**src/rtl/sr_pulse_driver.sv**
```systemverilog
// sr_pulse_driver: debounces two push-buttons and drives clean, mutually
// exclusive, fixed-width S/R pulses into a NOR SR latch, then reads the
// latch Q back after each pulse and flags a sticky error on mismatch.
module sr_pulse_driver #(
  parameter int DEBOUNCE_CYCLES = 16,
  parameter int PULSE_CYCLES    = 4,
  parameter int GAP_CYCLES      = 3
) (
  input  logic clk,
  input  logic rst,
  input  logic set_btn,
  input  logic reset_btn,
  input  logic q_fb,
  output logic s_out,
  output logic r_out,
  output logic busy,
  output logic err,
  output logic last_cmd
);

  localparam int DCW  = $clog2(DEBOUNCE_CYCLES + 1);
  localparam int TMAX = (PULSE_CYCLES > GAP_CYCLES) ? PULSE_CYCLES : GAP_CYCLES;
  localparam int TCW  = $clog2(TMAX + 1);
  localparam logic [DCW-1:0] DEB_LAST   = DCW'(DEBOUNCE_CYCLES - 1);
  localparam logic [TCW-1:0] PULSE_LAST = TCW'(PULSE_CYCLES - 1);
  localparam logic [TCW-1:0] GAP_LAST   = TCW'(GAP_CYCLES - 1);

  typedef enum logic [1:0] {IDLE, PULSE_S, PULSE_R, GAP} state_e;

  // Channel 0 carries the set button, channel 1 the reset button.
  logic [1:0]          btn_raw;
  logic [1:0]          meta_q, sync_q;
  logic                qmeta_q, qsync_q;
  logic [1:0][DCW-1:0] cnt_q, cnt_d;
  logic [1:0]          stab_q, stab_d, stab_prev_q;
  logic [1:0]          pend_q, pend_d;
  logic [1:0]          rise;
  logic                take_s, take_r;
  state_e              state_q;
  logic [TCW-1:0]      tmr_q;

  assign btn_raw = {reset_btn, set_btn};

  // Two-flop synchronisers for both buttons and the latch readback.
  always_ff @(posedge clk) begin
    if (rst) begin
      meta_q  <= '0;
      sync_q  <= '0;
      qmeta_q <= 1'b0;
      qsync_q <= 1'b0;
    end else begin
      meta_q  <= btn_raw;
      sync_q  <= meta_q;
      qmeta_q <= q_fb;
      qsync_q <= qmeta_q;
    end
  end

  // Debounce next-state: count consecutive disagreeing cycles, flip on the last.
  always_comb begin
    cnt_d  = '0;
    stab_d = stab_q;
    for (int c = 0; c < 2; c++) begin
      if (sync_q[c] != stab_q[c]) begin
        if (cnt_q[c] == DEB_LAST) stab_d[c] = ~stab_q[c];
        else                      cnt_d[c]  = cnt_q[c] + 1'b1;
      end
    end
  end

  // Only rising stable edges become requests; reset wins and drops a set.
  assign rise   = stab_q & ~stab_prev_q;
  assign take_r = (state_q == IDLE) & pend_q[1];
  assign take_s = (state_q == IDLE) & ~pend_q[1] & pend_q[0];
  assign pend_d[0] = (pend_q[0] & ~(take_s | take_r)) | rise[0];
  assign pend_d[1] = (pend_q[1] & ~take_r) | rise[1];

  // Debounce state, edge history and pending request flags.
  always_ff @(posedge clk) begin
    if (rst) begin
      cnt_q       <= '0;
      stab_q      <= '0;
      stab_prev_q <= '0;
      pend_q      <= '0;
    end else begin
      cnt_q       <= cnt_d;
      stab_q      <= stab_d;
      stab_prev_q <= stab_q;
      pend_q      <= pend_d;
    end
  end

  // Pulse sequencer with registered outputs; Q is checked on the last gap cycle.
  always_ff @(posedge clk) begin
    if (rst) begin
      state_q  <= IDLE;
      tmr_q    <= '0;
      s_out    <= 1'b0;
      r_out    <= 1'b0;
      busy     <= 1'b0;
      err      <= 1'b0;
      last_cmd <= 1'b0;
    end else begin
      case (state_q)
        IDLE: begin
          tmr_q <= '0;
          if (take_r) begin
            state_q  <= PULSE_R;
            r_out    <= 1'b1;
            busy     <= 1'b1;
            last_cmd <= 1'b0;
          end else if (take_s) begin
            state_q  <= PULSE_S;
            s_out    <= 1'b1;
            busy     <= 1'b1;
            last_cmd <= 1'b1;
          end
        end
        PULSE_S, PULSE_R: begin
          if (tmr_q == PULSE_LAST) begin
            state_q <= GAP;
            s_out   <= 1'b0;
            r_out   <= 1'b0;
            tmr_q   <= '0;
          end else begin
            tmr_q <= tmr_q + 1'b1;
          end
        end
        GAP: begin
          if (tmr_q == GAP_LAST) begin
            state_q <= IDLE;
            busy    <= 1'b0;
            tmr_q   <= '0;
            if (qsync_q != last_cmd) err <= 1'b1;
          end else begin
            tmr_q <= tmr_q + 1'b1;
          end
        end
        default: state_q <= IDLE;
      endcase
    end
  end

endmodule

```
**config.mk**
```make
export PLATFORM = sky130hd
export DESIGN_NAME = sr_pulse_driver
export DESIGN_NICKNAME = d
export VERILOG_FILES = /design/src/rtl/sr_pulse_driver.sv
export SDC_FILE = /design/constraint.sdc
export NUM_CORES = 1
export LEC_CHECK = 0
export ABC_AREA = 1
export CORE_MARGIN = 2
export CORE_UTILIZATION = 37
export DETAILED_ROUTE_END_ITERATION = 10
export GPL_TIMING_DRIVEN = 0
export REMOVE_ABC_BUFFERS = 1
export SLEW_MARGIN = 20
export SYNTH_ARGS = -nofsm -noshare
export SYNTH_HDL_FRONTEND = slang
export SYNTH_SLANG_ARGS = --single-unit
export TNS_END_PERCENT = 1
```
**constraint.sdc**
```tcl
create_clock -name clk -period 1.1 [get_ports clk]
set_input_delay 0.22 -clock clk [delete_from_list [all_inputs] [get_ports clk]]
set_output_delay 0.22 -clock clk [all_outputs]
set_load 0.05 [all_outputs]
```
==> flow_metrics.py, run 1 <==
metrics = {
    "outcome": {
        "run_status": "finished, violations left",
        "failed_checks": "negative setup slack",
    },
    "floorplanning": {
        "effective_utilization_at_floorplan_pct": 38.2,
        "die_area_um2": 4260,
        "die_h_um": 65.3,
        "floorplan.io_pins": 10,
        "fp.dieW_um": 65.3,
        "fp.coreArea_um2": 3630,
        "rows": 22,
    },
    "sta": {
        "clock-skew-final_ns": 0.00527,
        "post_route_fraction_of_the_period_consumed_by_the_critical_path_pct": 106,
        "drv_slew": 0,
        "rsz_0062_raised_after_global_routing": "true",
        "fmax_mhz": 859,
        "max_slew_headroom_at_the_worst_pin_pct": 75.3,
        "min_period_ns": 1.16,
        "worst_pin_slew_ns": 0.371,
        "postLayoutSetupSlackWorst_ns": -0.0639,
        "finalHoldViolCount": 0,
        "setup_violations": 19,
    },
    "place": {
        "pre_cts_worst_setup_slack_ns": -0.618,
        "post_detailed_placement_half_perimeter_wirelength_mm": 1.55,
        "portBuffers": 9,
        "placed_area_um2": 1510,
        "finalWeightedCongestion": 0.784,
    },
    "grt": {
        "grt_start_max_net_pins": 18,
        "gr-usage-met3_pct": 6.16,
        "grt_busiest_layer": "met2",
        "first_global_vias": 1082,
        "grt_overflow": 0,
        "grt_first_pass_wirelength_mm": 4.45,
        "global_route.usage.met2_pct": 26.4,
        "global_route.usage.total_pct": 13.9,
        "grt_antenna_before_repair": 0,
        "grtUsageMet1_pct": 12.9,
    },
    "yosys": {
        "syn-cell-area_um2": 1390,
        "synth.yosys.warnings": 0,
        "syn-mean-instance-area_um2": 8.37,
        "synth_seq_area_share_pct": 46.1,
        "register_bit_count_reported_by_yosys": 32,
        "synth_cells": 166,
        "synthDistinctLibCells": 22,
    },
    "power_and_ir_drop": {
        "totalPowerFinal_w": 0.00334,
        "irDropWorstVdd_mv": 0.995,
        "power.static_leakage_nw": 0.738,
        "p_per_area_nw_per_um2": 1830,
    },
    "final_layout": {
        "syn2layout_area_growth_pct": 31.4,
        "nets": 204,
        "final_core_utilization_pct": 50.2,
        "final_area_um2": 1830,
        "drive_above_1_share_pct": 36.5,
        "num-fill-cells": 352,
        "diodes": 0,
    },
    "clocking": {
        "tritoncts_num_sinks": 32,
        "clock_tree_from_tritoncts": "yes",
        "worst_skew_pair.late_latency_ns": 0.28,
        "tritoncts_buffer_count": 5,
        "root_driver": "sky130_fd_sc_hd__clkbuf_8",
        "clock_path_buffers": 2,
        "htree_levels": 2,
        "postCtsHoldBufs": 0,
        "clkTransAtPathRegs_ns": 0.07,
    },
    "worst_setup_path": {
        "critPathRequiredTime_ns": 1.26,
        "timing.setup.critical_path_class": "reg2reg",
        "worst-endpoint-arrival_ns": 1.33,
        "crit_path_start_kind": "flop",
        "setup.worst_path.end_class": "flop",
        "crit_fanout": 5,
    },
    "detailed_routing": {
        "detail_route.drc_violations": 0,
        "drt_iter0_markers": 15,
        "detailroute.via_count": 1084,
        "drt.antenna.violating_nets": 0,
        "wl_per_cell_um": 10.4,
        "drt_pre_antenna_iters": 3,
        "vias_per_cell": 4.57,
        "wirelength_mm": 2.47,
    },
    "flow_run": {
        "timing.max_cap.violations": 0,
    },
    "worst_hold_path": {
        "hold_path.class": "in2reg",
    },
}
sequential cells by signal (all words and copies together) (netlist names):
| name | count |
|---|---|
| busy | 1 |
| cnt_q | 10 |
| err | 1 |
| last_cmd | 1 |
| meta_q | 2 |
| pend_q | 2 |
| qmeta_q | 1 |
| qsync_q | 1 |
| r_out | 1 |
| s_out | 1 |
| stab_prev_q | 2 |
| stab_q | 2 |
| state_q | 2 |
| sync_q | 2 |
| tmr_q | 3 |
per-layer routing:
layer | part of all wire, % | vias up
met1 | 40 | 502
met2 | 54 | 13
li1 | - | 562
met4 | 1.8 | 0
met3 | 4.1 | 7
met5 | 0 | -
Yosys cell counts:
master	instances	share of area (%)
sky130_fd_sc_hd__buf_2	1	0.36
sky130_fd_sc_hd__ha_1	11	9.9
sky130_fd_sc_hd__or2_1	1	0.45
sky130_fd_sc_hd__nor2_1	28	7.6
sky130_fd_sc_hd__buf_6	2	1.6
sky130_fd_sc_hd__o21ai_0	2	0.72
sky130_fd_sc_hd__o211ai_2	2	1.8
sky130_fd_sc_hd__a21oi_2	5	3.2
sky130_fd_sc_hd__nor3_2	2	1.4
sky130_fd_sc_hd__a21oi_1	7	2.5
sky130_fd_sc_hd__nand3b_1	1	0.54
sky130_fd_sc_hd__nand3_1	6	2.2
sky130_fd_sc_hd__nand2_1	24	6.5
sky130_fd_sc_hd__xor2_1	1	0.63
sky130_fd_sc_hd__o32ai_1	2	1.3
sky130_fd_sc_hd__inv_1	31	8.4
sky130_fd_sc_hd__dfxtp_1	32	46
sky130_fd_sc_hd__nand2_4	2	1.6
sky130_fd_sc_hd__nand4_1	2	0.90
sky130_fd_sc_hd__o21ai_2	1	0.63
sky130_fd_sc_hd__nand3_2	2	1.4
sky130_fd_sc_hd__inv_2	1	0.27
timing repair:
| item | 4_1_cts | 5_1_grt |
|---|---|---|
| resized for setup | 62 | 14 |
| setup buffers | 7 | 2 |
| pin swaps | 7 | 11 |
| endpoints found under the setup margin | 29 | 24 |
power breakdown:
group	switching [W]	leakage, nW	internal (W)
clock network	0.000421	0.0645	0.000799
logic	0.000495	0.409	0.000342
registers	0.0000476	0.265	0.00123
total	0.000964	0.738	0.00237
area by class of cell:
cell class              count  area, µm²  share of cell area, %
clock buffers               7       96.3                   5.28
clock inverters             1       30.0                   1.64
inverters                  32        120                   6.58
multi-input cells          99        721                   39.5
flip-flops and latches     32        654                   35.8
well taps                  48       60.1                   3.29
repair buffers             18        144                   7.88
final timing paths:
check                                          start               endpoint  slack [ns]  depth (start not counted)
worst min register to register  meta_q[1]$_SDFF_PP0_   sync_q[1]$_SDFF_PP0_        0.40                          2
worst max-delay path             cnt_q[1]$_SDFF_PP0_    cnt_q[1]$_SDFF_PP0_       -0.06                          7
worst max register to register   cnt_q[1]$_SDFF_PP0_    cnt_q[1]$_SDFF_PP0_       -0.06                          7
worst min-delay path                             rst  last_cmd$_SDFFE_PP0P_        0.36                          2
critical path: stages (launching register included):
cell and delay, ns:
sky130_fd_sc_hd__dfxtp_2 0.36, sky130_fd_sc_hd__ha_4 0.14, sky130_fd_sc_hd__nand2_2 0.06, sky130_fd_sc_hd__nor2_2 0.09, sky130_fd_sc_hd__ha_2 0.17, sky130_fd_sc_hd__inv_2 0.05
sky130_fd_sc_hd__o211ai_4 0.11, sky130_fd_sc_hd__nor2_1 0.07
stage by stage:
step	hold WS (ns)	TNS, ns	cells
after detailed placement	0.395	-15.13	220
after floorplan	0.289	-1.18	163
final	0.358	-0.643	237
after global placement	0.388	-14.93	220
after CTS	0.404	-0.925	235
after global routing	0.406	-2.07	237
cells by family after synthesis:
family          count (synthesis)  share of synthesized area, %
compound gates                 19                          10.1
xor+xnor                        1                         0.631
fa+ha+maj                      11                          9.91
buf+inv                        35                          10.6
flops                          32                          46.1
simple gates                   68                          22.6
layout by cell type (no fill, tap or decap), types with 2 or more instances in the layout:
cell type	count
sky130_fd_sc_hd__nand2_4	3
sky130_fd_sc_hd__inv_1	25
sky130_fd_sc_hd__nand3_1	6
sky130_fd_sc_hd__o211ai_4	2
sky130_fd_sc_hd__o32ai_1	2
sky130_fd_sc_hd__buf_4	13
sky130_fd_sc_hd__inv_2	7
sky130_fd_sc_hd__ha_4	5
sky130_fd_sc_hd__ha_2	3
sky130_fd_sc_hd__nand4_1	2
sky130_fd_sc_hd__nor3_2	2
sky130_fd_sc_hd__dfxtp_2	8
sky130_fd_sc_hd__a21oi_1	7
sky130_fd_sc_hd__a21oi_2	5
sky130_fd_sc_hd__ha_1	3
sky130_fd_sc_hd__nand2_2	5
sky130_fd_sc_hd__nor2_2	2
sky130_fd_sc_hd__dfxtp_1	23
sky130_fd_sc_hd__clkdlybuf4s50_1	3
sky130_fd_sc_hd__nand2_1	18
sky130_fd_sc_hd__clkbuf_8	7
sky130_fd_sc_hd__nor2_1	26
(Power assumes the default switching activity.)
==> run 2: changes to the inputs <==
--- a/config.mk
+++ b/config.mk
@@ -10,6 +10,7 @@
 export CORE_UTILIZATION = 37
 export DETAILED_ROUTE_END_ITERATION = 10
 export GPL_TIMING_DRIVEN = 0
+export HOLD_SLACK_MARGIN = 0.08
 export REMOVE_ABC_BUFFERS = 1
 export SLEW_MARGIN = 20
 export SYNTH_ARGS = -nofsm -noshare
==> results of run 2 <==
Same layout as run 1: the final DEF is identical, and so are final timing and power.
==> run 3: changes to the inputs <==
--- a/config.mk
+++ b/config.mk
@@ -5,7 +5,6 @@
 export SDC_FILE = /design/constraint.sdc
 export NUM_CORES = 1
 export LEC_CHECK = 0
-export ABC_AREA = 1
 export CORE_MARGIN = 2
 export CORE_UTILIZATION = 37
 export DETAILED_ROUTE_END_ITERATION = 10
==> flow_metrics.py, run 3 <==
metrics = {
    "outcome": {
        "run_status": "finished, violations left",
        "failed_checks": "negative setup slack",
    },
    "flow_run": {
        "timing.max_cap.violations": 0,
    },
    "floorplanning": {
        "fp.dieW_um": 64.1,
        "effective_utilization_at_floorplan_pct": 39.4,
        "die_h_um": 64.1,
        "fp.coreArea_um2": 3390,
        "rows": 21,
        "die_area_um2": 4100,
        "floorplan.io_pins": 10,
    },
    "final_layout": {
        "largest_reg_flops": 10,
        "drive_above_1_share_pct": 45.0,
        "syn2layout_area_growth_pct": 31.0,
        "largestRegisters": "cnt_q (10), tmr_q (3)",
        "layout_commonest_cell": "sky130_fd_sc_hd__dfxtp_1",
        "highest_count_cells_in_the_layout_ignoring_fill_and_taps": "sky130_fd_sc_hd__dfxtp_1, sky130_fd_sc_hd__nor2_2, sky130_fd_sc_hd__dfxtp_2, sky130_fd_sc_hd__inv_1",
        "final_core_utilization_pct": 51.6,
        "most_flop_heavy_register": "cnt_q",
        "nets": 166,
        "diodes": 0,
    },
    "clocking": {
        "tritoncts_num_sinks": 32,
        "clkTransAtPathRegs_ns": 0.09,
        "worst_skew_pair.late_latency_ns": 0.32,
        "root_driver": "sky130_fd_sc_hd__clkbuf_4",
        "clock_tree_from_tritoncts": "yes",
        "tritoncts_buffer_count": 5,
        "clock_path_buffers": 2,
        "htree_levels": 2,
    },
    "yosys": {
        "synth.yosys.warnings": 0,
        "yosys-top-cells-count": "sky130_fd_sc_hd__dfxtp_1, sky130_fd_sc_hd__inv_1, sky130_fd_sc_hd__ha_1",
        "synth_seq_area_share_pct": 48.0,
        "syn-mean-instance-area_um2": 10.3,
        "number_of_synthesized_flops_with_an_enable_pin": 0,
        "register_bit_count_reported_by_yosys": 32,
        "dominantRegCellSynth": "sky130_fd_sc_hd__dfxtp_1",
        "synth_async_sr_flop_share_pct": 0,
        "yosys.area.top_type_share_pct": 48.0,
        "yosysMostFrequentCell": "sky130_fd_sc_hd__dfxtp_1",
        "syn-cell-area_um2": 1340,
        "synthDistinctLibCells": 32,
        "synth_cells": 129,
        "main_area_contributors_after_synthesis": "sky130_fd_sc_hd__dfxtp_1, sky130_fd_sc_hd__ha_1, sky130_fd_sc_hd__nor2_2",
        "synth_largest_area_cell": "sky130_fd_sc_hd__dfxtp_1",
    },
    "sta": {
        "worst_pin_slew_ns": 0.879,
        "clock-skew-final_ns": 0.00747,
        "drv_slew": 0,
        "rsz_0062_raised_after_global_routing": "true",
        "min_period_ns": 1.37,
        "post_route_fraction_of_the_period_consumed_by_the_critical_path_pct": 125,
        "worst_hold_slack_ns": 0.444,
        "setup_violations": 20,
        "postLayoutSetupSlackWorst_ns": -0.273,
        "max_slew_headroom_at_the_worst_pin_pct": 41.4,
        "fin_setup_tns_ns": -4.05,
        "finalHoldViolCount": 0,
        "fmax_mhz": 728,
    },
    "worst_setup_path": {
        "timing.setup.critical_path_class": "reg2reg",
        "critPathLaunch": "cnt_q[6]$_SDFF_PP0_",
        "setup.worst_path.end_class": "flop",
        "setup.reg_to_reg.worst_slack_ns": -0.27,
        "critPathRequiredTime_ns": 1.36,
        "worst_r2r_path_depth": 5,
        "reg2reg_from": "cnt_q[6]$_SDFF_PP0_",
        "crit_path_start_kind": "flop",
        "worst-endpoint-arrival_ns": 1.63,
        "crit_fanout": 5,
        "critical_path.reg2reg.endpoint": "cnt_q[5]$_SDFF_PP0_",
    },
    "power_and_ir_drop": {
        "cellInternalPower_w": 0.00204,
        "power.static_leakage_nw": 0.624,
        "seq_power_share_pct": 43.8,
        "total_switching_power_w": 0.000944,
        "power.share.switching_pct": 31.6,
        "p_per_area_nw_per_um2": 1710,
        "p_comb_share_pct": 33.3,
        "irDropWorstVdd_mv": 0.866,
        "pwr-share-clk_pct": 22.9,
    },
    "detailed_routing": {
        "drt.antenna.violating_nets": 0,
        "drt_pre_antenna_iters": 4,
        "drt_iter0_markers": 22,
        "detailroute.via_count": 890,
        "wirelength_mm": 2.11,
        "detail_route.drc_violations": 0,
        "vias_per_cell": 4.52,
        "wl_per_cell_um": 10.7,
    },
    "grt": {
        "first_global_vias": 913,
        "grt_first_pass_wirelength_mm": 3.83,
        "grt_start_max_net_pins": 24,
        "grt_overflow": 0,
        "global_route.usage.total_pct": 12.2,
        "grt_antenna_before_repair": 0,
    },
    "worst_hold_path": {
        "number_of_cells_on_the_worst_hold_path": 1,
        "min_to": "tmr_q[0]$_SDFF_PP0_",
        "hold_path.class": "reg2reg",
        "hp-start": "tmr_q[0]$_SDFF_PP0_",
    },
    "place": {
        "finalWeightedCongestion": 0.783,
        "pre_cts_worst_setup_slack_ns": -0.810,
        "portBuffers": 9,
        "post_detailed_placement_half_perimeter_wirelength_mm": 1.44,
    },
}
[run 3: cell types whose count changed in the layout (fill, tap and decap cells not counted), sizes merged, moves of 6 or more]
cell | before | now
inv | 32 | 13
nand3 | 8 | 2
a21oi | 12 | 6
nor2 | 28 | 18
nand2 | 26 | 2
nor2b | 0 | 10
[run 3: worst max path at each step]
| stage | endpoint | slack (ns) | cells past startpoint |
|---|---|---|---|
| floorplan | cnt_q[2]$_SDFF_PP0_ | -0.38 | 5 |
| global placement | cnt_q[3]$_SDFF_PP0_ | -0.78 | 3 |
| detailed placement | cnt_q[3]$_SDFF_PP0_ | -0.81 | 3 |
| CTS | cnt_q[5]$_SDFF_PP0_ | -0.28 | 5 |
| global route | cnt_q[5]$_SDFF_PP0_ | -0.32 | 5 |
| finish | cnt_q[5]$_SDFF_PP0_ | -0.27 | 5 |
[run 3: power by group through the flow]
| stage | Sequential, W | Clock, W | Combinational, W |
|---|---|---|---|
| finish | 0.00131 | 0.000682 | 0.000994 |
| global route | 0.00132 | 0.000773 | 0.00109 |
| CTS | 0.00130 | 0.000715 | 0.000965 |
| detailed placement | 0.00132 | 0 | 0.000782 |
| global placement | 0.00131 | 0 | 0.000775 |
| floorplan | 0.00140 | 0 | 0.000514 |
[run 3: logic make-up (layout without fill, tap and decap cells)]
family,count (synthesis),after routing,share of synthesized area (%)
buf+inv,15,37,4.22
compound gates,19,19,10.9
xor+xnor,7,7,4.59
simple gates,43,43,20.5
flops,32,32,48.0
fa+ha+maj,11,11,10.3
mux,2,2,1.50
[run 3: final cells by class]
cell class                 instances  area [µm²]
fill                             309        1640
clock buffer                       8        58.8
multi-input combinational         82         762
timing repair buffer              16         159
inverter                          13        51.3
tap                               46        57.6
sequential                        32         661
[run 3: through the flow]
step                      instances  power (W)  instance area, µm²
after floorplan                 127    0.00191                1330
after global placement          182    0.00208                1480
after detailed placement        182    0.00210                1480
after CTS                       197    0.00298                1710
after global routing            197    0.00318                1750
final                           197    0.00298                1750
[run 3: timing repair]
action / 4_1_cts / 5_1_grt
hold buffers: 0 / 0
setup endpoints to repair: 37 / 28
setup buffers: 7 / 0
endpoints found under the hold margin: 0 / 0
pin swaps: 18 / 3
resized for setup: 68 / 13
[run 3: layer usage]
layer | up-vias | GRT usage, % | routed length (µm)
met5 | - | 0 | 0
met4 | 0 | 4.89 | 36
met3 | 4 | 5.81 | 87
met2 | 13 | 19.1 | 971
met1 | 403 | 14.3 | 1020
li1 | 470 | - | -
[run 3: critical path, cell delays in order (launching register included)]
cell and delay (ns):
sky130_fd_sc_hd__dfxtp_2 0.35, sky130_fd_sc_hd__ha_4 0.15, sky130_fd_sc_hd__and3_4 0.18, sky130_fd_sc_hd__ha_4 0.15
sky130_fd_sc_hd__or3_4 0.37, sky130_fd_sc_hd__nor2_2 0.11
